## config.mk

```make
export PLATFORM = sky130hd
export DESIGN_NAME = vga_ctrl
export DESIGN_NICKNAME = d
export VERILOG_FILES = /design/src/rtl/vga_pkg.sv /design/src/rtl/vga_delay_line.sv /design/src/rtl/vga_ctrl.sv
export SDC_FILE = /design/constraint.sdc
export NUM_CORES = 1
export LEC_CHECK = 0
export BUFFER_PORTS_ARGS = -buffer_cell sky130_fd_sc_hd__buf_2
export CAP_MARGIN = 15
export CORE_AREA = 2 2 81 83
export DETAILED_ROUTE_END_ITERATION = 7
export DIE_AREA = 0 0 83 85
export HOLD_SLACK_MARGIN = 0.15
export PLACE_DENSITY = 0.76
export SLEW_MARGIN = 20
export SYNTH_ARGS = -nofsm -noshare
export SYNTH_HDL_FRONTEND = slang
export SYNTH_SLANG_ARGS = --single-unit
```

## constraint.sdc

```tcl
create_clock -name vga_clk -period 2.3 [get_ports vga_clk]
set_input_delay 0.23 -clock vga_clk [delete_from_list [all_inputs] [get_ports vga_clk]]
set_output_delay 0.23 -clock vga_clk [all_outputs]
set_load 0.02 [all_outputs]
```

## src/rtl/vga_pkg.sv

```systemverilog
// vga_pkg: phase enum, default 640x480@60 timing and colour-bar table shared by the VGA controller
package vga_pkg;
  typedef enum logic [1:0] {SYNC, BP, ACT, FP} phase_t;
  localparam int DEF_H_ACTIVE = 640;
  localparam int DEF_H_FP     = 16;
  localparam int DEF_H_SYNC   = 96;
  localparam int DEF_H_BP     = 48;
  localparam int DEF_V_ACTIVE = 480;
  localparam int DEF_V_FP     = 10;
  localparam int DEF_V_SYNC   = 2;
  localparam int DEF_V_BP     = 33;
  localparam logic [23:0] BAR_TABLE = {3'b000, 3'b001, 3'b100, 3'b101, 3'b010, 3'b011, 3'b110, 3'b111};
  function automatic logic [2:0] bar_rgb(input logic [2:0] idx);
    return BAR_TABLE[5'(idx) * 5'd3 +: 3];
  endfunction
endpackage

```

## src/rtl/vga_delay_line.sv

```systemverilog
// vga_delay_line: D-stage W-bit shift register with sync active-low clear; ports clk, clrn, d -> q
module vga_delay_line #(
  parameter int W = 1,
  parameter int D = 1
) (
  input  logic         clk,
  input  logic         clrn,
  input  logic [W-1:0] d,
  output logic [W-1:0] q
);
  logic [W-1:0] s_q [D];
  logic [W-1:0] s_d [D];
  always_comb begin
    s_d[0] = d;
    for (int i = 1; i < D; i++) s_d[i] = s_q[i-1];
  end
  always_ff @(posedge clk) begin
    if (!clrn) begin
      for (int i = 0; i < D; i++) s_q[i] <= '0;
    end else begin
      s_q <= s_d;
    end
  end
  assign q = s_q[D-1];
endmodule

```

## src/rtl/vga_ctrl.sv

```systemverilog
// vga_ctrl: VGA timing/pixel pipeline; in vga_clk, clrn, pix_r/g/b, tp_en; out row/col_addr, r/g/b, hs, vs, de, line_start, frame_start; option VGA_TEST_PATTERN_EN
module vga_ctrl
  import vga_pkg::*;
#(
  parameter int H_ACTIVE = DEF_H_ACTIVE,
  parameter int H_FP     = DEF_H_FP,
  parameter int H_SYNC   = DEF_H_SYNC,
  parameter int H_BP     = DEF_H_BP,
  parameter int V_ACTIVE = DEF_V_ACTIVE,
  parameter int V_FP     = DEF_V_FP,
  parameter int V_SYNC   = DEF_V_SYNC,
  parameter int V_BP     = DEF_V_BP,
  parameter int COLOR_W  = 4,
  parameter int ADDR_W   = 12,
  parameter int PIX_LAT  = 1,
  parameter bit SYNC_POL = 1'b0
) (
  input  logic               vga_clk,
  input  logic               clrn,
  input  logic [COLOR_W-1:0] pix_r,
  input  logic [COLOR_W-1:0] pix_g,
  input  logic [COLOR_W-1:0] pix_b,
  input  logic               tp_en,
  output logic [ADDR_W-1:0]  row_addr,
  output logic [ADDR_W-1:0]  col_addr,
  output logic [COLOR_W-1:0] r,
  output logic [COLOR_W-1:0] g,
  output logic [COLOR_W-1:0] b,
  output logic               hs,
  output logic               vs,
  output logic               de,
  output logic               line_start,
  output logic               frame_start
);
  localparam int H_TOT = H_SYNC + H_BP + H_ACTIVE + H_FP;
  localparam int V_TOT = V_SYNC + V_BP + V_ACTIVE + V_FP;
  localparam int HW = $clog2(H_TOT);
  localparam int VW = $clog2(V_TOT);
  if (H_ACTIVE > 2**ADDR_W || V_ACTIVE > 2**ADDR_W) begin : g_bad_addr
    $error("vga_ctrl: active area exceeds ADDR_W");
  end
  if (PIX_LAT < 1 || PIX_LAT > 4) begin : g_bad_lat
    $error("vga_ctrl: PIX_LAT out of range 1..4");
  end
  if (H_ACTIVE < 1 || H_FP < 1 || H_SYNC < 1 || H_BP < 1 || V_ACTIVE < 1 || V_FP < 1 || V_SYNC < 1 || V_BP < 1) begin : g_bad_phase
    $error("vga_ctrl: zero-length phase");
  end
  localparam logic [HW-1:0] H_E_SYNC = HW'(H_SYNC - 1);
  localparam logic [HW-1:0] H_E_BP   = HW'(H_SYNC + H_BP - 1);
  localparam logic [HW-1:0] H_E_ACT  = HW'(H_SYNC + H_BP + H_ACTIVE - 1);
  localparam logic [HW-1:0] H_E_FP   = HW'(H_TOT - 1);
  localparam logic [HW-1:0] H_OFF    = HW'(H_SYNC + H_BP);
  localparam logic [VW-1:0] V_E_SYNC = VW'(V_SYNC - 1);
  localparam logic [VW-1:0] V_E_BP   = VW'(V_SYNC + V_BP - 1);
  localparam logic [VW-1:0] V_E_ACT  = VW'(V_SYNC + V_BP + V_ACTIVE - 1);
  localparam logic [VW-1:0] V_E_FP   = VW'(V_TOT - 1);
  localparam logic [VW-1:0] V_OFF    = VW'(V_SYNC + V_BP);
  logic [HW-1:0] h_q, h_d, h_lim;
  logic [VW-1:0] v_q, v_d, v_lim;
  phase_t hph_q, hph_d, vph_q, vph_d;
  logic h_end, v_end, active;
  logic [ADDR_W-1:0] col_d, row_d, col_q, row_q;
  always_comb begin
    h_end = h_q == H_E_FP;
    v_end = v_q == V_E_FP;
    h_d = h_end ? '0 : h_q + 1'b1;
    v_d = h_end ? (v_end ? '0 : v_q + 1'b1) : v_q;
    h_lim = hph_q == SYNC ? H_E_SYNC : hph_q == BP ? H_E_BP : hph_q == ACT ? H_E_ACT : H_E_FP;
    v_lim = vph_q == SYNC ? V_E_SYNC : vph_q == BP ? V_E_BP : vph_q == ACT ? V_E_ACT : V_E_FP;
    hph_d = h_q == h_lim ? phase_t'(hph_q + 2'd1) : hph_q;
    vph_d = h_end && v_q == v_lim ? phase_t'(vph_q + 2'd1) : vph_q;
    active = hph_q == ACT && vph_q == ACT;
    col_d = active ? ADDR_W'(h_q - H_OFF) : '0;
    row_d = active ? ADDR_W'(v_q - V_OFF) : '0;
  end
  always_ff @(posedge vga_clk) begin
    if (!clrn) begin
      h_q   <= '0;
      v_q   <= '0;
      hph_q <= SYNC;
      vph_q <= SYNC;
      col_q <= '0;
      row_q <= '0;
    end else begin
      h_q   <= h_d;
      v_q   <= v_d;
      hph_q <= hph_d;
      vph_q <= vph_d;
      col_q <= col_d;
      row_q <= row_d;
    end
  end
  assign col_addr = col_q;
  assign row_addr = row_q;
`ifdef VGA_TEST_PATTERN_EN
  localparam int CW = 8;
  localparam int BAR_COLS = H_ACTIVE / 8 > 0 ? H_ACTIVE / 8 : 1;
  logic [ADDR_W-1:0] bar_n;
  logic [2:0] bar, rgb_p;
  always_comb begin
    bar_n = col_d / ADDR_W'(BAR_COLS);
    bar = bar_n > ADDR_W'(7) ? 3'd7 : bar_n[2:0];
  end
  logic [CW-1:0] ctl_d, ctl_p;
  assign ctl_d = {bar, hph_q == SYNC, vph_q == SYNC, active, h_q == '0, h_q == '0 && v_q == '0};
`else
  localparam int CW = 5;
  logic [CW-1:0] ctl_d, ctl_p;
  logic tp_unused;
  assign tp_unused = tp_en;
  assign ctl_d = {hph_q == SYNC, vph_q == SYNC, active, h_q == '0, h_q == '0 && v_q == '0};
`endif
  logic [3*COLOR_W-1:0] pix_s;
  vga_delay_line #(.W(CW), .D(PIX_LAT + 1)) u_ctl (.clk(vga_clk), .clrn(clrn), .d(ctl_d), .q(ctl_p));
  vga_delay_line #(.W(3 * COLOR_W), .D(1)) u_pix (.clk(vga_clk), .clrn(clrn), .d({pix_r, pix_g, pix_b}), .q(pix_s));
  logic [COLOR_W-1:0] sr, sg, sb, r_d, g_d, b_d, r_q, g_q, b_q;
  logic hs_d, vs_d, hs_q, vs_q, de_q, ls_q, fs_q;
  always_comb begin
`ifdef VGA_TEST_PATTERN_EN
    rgb_p = bar_rgb(ctl_p[7:5]);
    sr = tp_en ? {COLOR_W{rgb_p[2]}} : pix_s[3*COLOR_W-1 -: COLOR_W];
    sg = tp_en ? {COLOR_W{rgb_p[1]}} : pix_s[2*COLOR_W-1 -: COLOR_W];
    sb = tp_en ? {COLOR_W{rgb_p[0]}} : pix_s[COLOR_W-1:0];
`else
    sr = pix_s[3*COLOR_W-1 -: COLOR_W];
    sg = pix_s[2*COLOR_W-1 -: COLOR_W];
    sb = pix_s[COLOR_W-1:0];
`endif
    r_d = ctl_p[2] ? sr : '0;
    g_d = ctl_p[2] ? sg : '0;
    b_d = ctl_p[2] ? sb : '0;
    hs_d = ctl_p[4] ? SYNC_POL : ~SYNC_POL;
    vs_d = ctl_p[3] ? SYNC_POL : ~SYNC_POL;
  end
  always_ff @(posedge vga_clk) begin
    if (!clrn) begin
      r_q  <= '0;
      g_q  <= '0;
      b_q  <= '0;
      hs_q <= ~SYNC_POL;
      vs_q <= ~SYNC_POL;
      de_q <= 1'b0;
      ls_q <= 1'b0;
      fs_q <= 1'b0;
    end else begin
      r_q  <= r_d;
      g_q  <= g_d;
      b_q  <= b_d;
      hs_q <= hs_d;
      vs_q <= vs_d;
      de_q <= ctl_p[2];
      ls_q <= ctl_p[1];
      fs_q <= ctl_p[0];
    end
  end
  assign r = r_q;
  assign g = g_q;
  assign b = b_q;
  assign hs = hs_q;
  assign vs = vs_q;
  assign de = de_q;
  assign line_start = ls_q;
  assign frame_start = fs_q;
endmodule

```

==> flow_summary_export.csv <==
group,metric,value,unit
clock_tree,clkTransAtPathRegs,90,ps
power_and_ir_drop,cellPowerDensity,647,nW/µm²
detailed_routing,avgViaCountPerCell,5.04,
critical_path,worstPathArrival,2360,ps
job,maxCapViolCount,0,
synthesis,async_flop_share,0,%
sta,relSlewSlack,59.8,%
floorplanning,coreArea,6200,µm²
global_route,grtUsageTotal,18.8,%
detailed_routing,drt-pass1-iter-count,4,
sta,fin_crit,2060,ps
sta,setup_viol,0,
critical_path,critPathKind,"flop to flop",
hold_path,hold_start,"clrn",
critical_path,worstPathRequired,2600,ps
critical_path,cp_max_fo,7,
clock_tree,cts_tree,"done",
synthesis,synth_area,3310,µm²
clock_tree,clk_latency,360,ps
clock_tree,clock_path_buffers,2,
synthesis,syn-num-nets,370,
critical_path,startpoint,"h_q[5]",
floorplanning,chipHeight,85,µm
power_and_ir_drop,p_seq_share,59.7,%
power_and_ir_drop,clkPwrFrac,37.1,%
floorplanning,die_x,83,µm
critical_path,r2r-start,"h_q[5]",
synthesis,synth-seq-cells,85,
floorplanning,die-area,7060,µm²
hold_path,min-delay-path-class,"primary input to flop",
detailed_routing,detail-route-antenna-nets,0,
cells_and_area,final_nets,431,
placement,hpwlAfterDp,4190,µm
sta,tightest_slew,595,ps
critical_path,cp-end-kind,"flop",
synthesis,avgSynthCellArea,9.76,µm²
cells_and_area,final_core_util,62.8,%
cells_and_area,drive_above_1_share,21.0,%
power_and_ir_drop,switching_share,23.1,%
sta,timing.fmax,485,MHz
placement,io_buffer_count,54,
detailed_routing,vias,2427,
sta,fin_tns_setup,0,ps
critical_path,start_kind,"flop",
cells_and_area,area_delta_synth_final,17.9,%
synthesis,synth_top_area_share,51.4,%
cells_and_area,diodes,0,
detailed_routing,wl_per_cell,12.9,µm
synthesis,synthFlopType,"dfxtp_1",
synthesis,yosysUniqueCellTypes,48,
floorplanning,num_io_pins,56,
detailed_routing,drt-initial-drc-count,78,
clock_tree,cts_sinks,85,
sta,fin_crit_sh,89.6,%
power_and_ir_drop,p_sw,0.584,mW
global_route,grt-ovfl-total,0,
clock_tree,htree_levels,3,
global_route,grt_pass1_vias,2283,
cells_and_area,fillers,492,
synthesis,synth_edf_count,0,
power_and_ir_drop,p_leak,1.76,nW
synthesis,synth_seq_area_share,51.4,%
synthesis,yosys.area.top_type,"dfxtp_1",
synthesis,synth_cells,339,
power_and_ir_drop,irDropWorstVdd,0.489,mV
floorplanning,fp-row-count,29,
clock_tree,cts_made_buffers,9,
clock_tree,cts_root_buf,"clkbuf_8",
placement,gp_congestion,0.825,
power_and_ir_drop,pwr-share-comb,3.1,%
sta,hold_viol_final,0,
detailed_routing,wirelength,6220,µm
global_route,grt_start_max_net_pins,32,
power_and_ir_drop,p_int,1.94,mW
global_route,grt_pass1_wl,10500,µm
global_route,antenna_found_initial,0,
sta,slew_viol_final,0,
status,status,"finished, final reports clean",
sta,grt_setup_unrepaired,"no",
synthesis,synth_warnings,0,
detailed_routing,drc,0,
sta,skew,7.21,ps
floorplanning,initial_core_util,53.3,%
synthesis,netlist_top_cells_area,"dfxtp_1 (51%), ha_1 (6.1%), and2_1 (4.9%)",
cells in the mapped netlist (2+ instances only):
cell type,count
mux2i_1,4
nand2_1,19
nand4_1,8
and4_1,2
nand3_1,7
ha_1,16
nor3_1,6
clkbuf_1,14
nor4_1,8
xor2_1,9
nor2_1,31
buf_4,3
xnor2_1,18
clkbuf_2,2
inv_1,14
and2_1,26
a21oi_1,10
or3_1,7
o21ai_0,7
dfxtp_1,85
and3_1,16
power by group through the flow:
stage / combinational, mW / clock (mW) / sequential (mW)
global placement: 0.0630 / 0 / 1.54
floorplan: 0.0384 / 0 / 1.54
finish: 0.0792 / 0.937 / 1.51
global route: 0.0895 / 1.03 / 1.51
CTS: 0.0800 / 0.971 / 1.51
detailed placement: 0.0642 / 0 / 1.54
final cells by class:
cell class                      count  area (µm²)  area share, %
Sequential cell                    85        1700           43.6
Multi-Input combinational cell    216        1420           36.5
Timing Repair Buffer               74         450           11.6
Clock buffer                       10         128           3.27
Tap cell                           77        96.3           2.47
Inverter                           14        52.6           1.35
Clock inverter                      6        47.5           1.22
worst max-delay path, stage by stage (launching register included):
cell      delay (ps)
dfxtp_1          370
inv_1            150
ha_1             230
nand2b_4          70
or4_1            650
or3_1            410
a21oi_2          130
per-layer routing:
metal / up-vias / part of all wire, % / routed length [µm] / GRT usage [%]
met1: 1096 / 45 / 2800 / 22.7
li1: 1238 / - / - / -
met3: 14 / 6.0 / 372 / 7.59
met5: - / 0 / 0 / 0
met2: 79 / 47 / 2900 / 29.9
met4: 0 / 2.4 / 150 / 7.90
path summary, 6_finish.rpt:
path              endpoint  slack [ps]  depth (start not counted)
hold / removal          hs         240                          2
hold reg to reg         hs         370                          1
setup reg to reg    v_q[9]         240                          6
setup / recovery    v_q[9]         240                          6
repair_timing:
| item | in CTS | in global routing |
|---|---|---|
| setup buffers | 0 | 0 |
| hold buffers | 12 | 0 |
| gates resized for setup | 0 | 0 |
| endpoints found under the hold margin | 12 | 0 |
cell families (layout without fill, tap and decap cells):
kind of cell	Yosys count	after routing	share of synthesized area [%]
muxes	4	4	1.21
xor gates and xnor gates	27	27	7.15
DFF	85	85	51.4
buffers and inverters	38	104	5.56
and+or+nand+nor	143	143	23.8
adders and majority gates	16	16	6.05
AOI/OAI and AO/OA	26	26	4.80
cell usage in the layout (no fill, tap or decap), types with 8 or more instances in the layout:
cell and instances:
dfxtp_1 85, buf_2 54, nor2_1 31, and2_1 26, nand2_1 19, xnor2_1 18
and3_1 16, ha_1 16, inv_1 14, dlygate4sd3_1 12, a21oi_1 10, xor2_1 9
clkbuf_8 9, nand4_1 8, nor4_1 8, buf_4 8
sequential cells by signal, summed over array words and instances, names as in the netlist:
signal and cells:
hph_q 2, frame_start 1, col_addr 11, b 4
u_pix.q 12, de 1, hs 1, row_addr 11
u_ctl.q 5, r 4, h_q 10, vph_q 2
v_q 10, line_start 1, g 4, vs 1
u_ctl.s_d 5
through the flow:
step | std cells | hold WS, ps | setup WS (ps) | instance area [µm²] | total power, mW
2_1_floorplan | 339 | 343 | 382 | 3310 | 1.58
3_3_place_gp | 454 | 347 | 311 | 3600 | 1.60
3_5_place_dp | 454 | 354 | 269 | 3600 | 1.61
4_1_cts | 482 | 228 | 251 | 3900 | 2.56
5_1_grt | 482 | 246 | 165 | 3900 | 2.63
6_report | 482 | 242 | 239 | 3900 | 2.52
(Power assumes the default switching activity.)
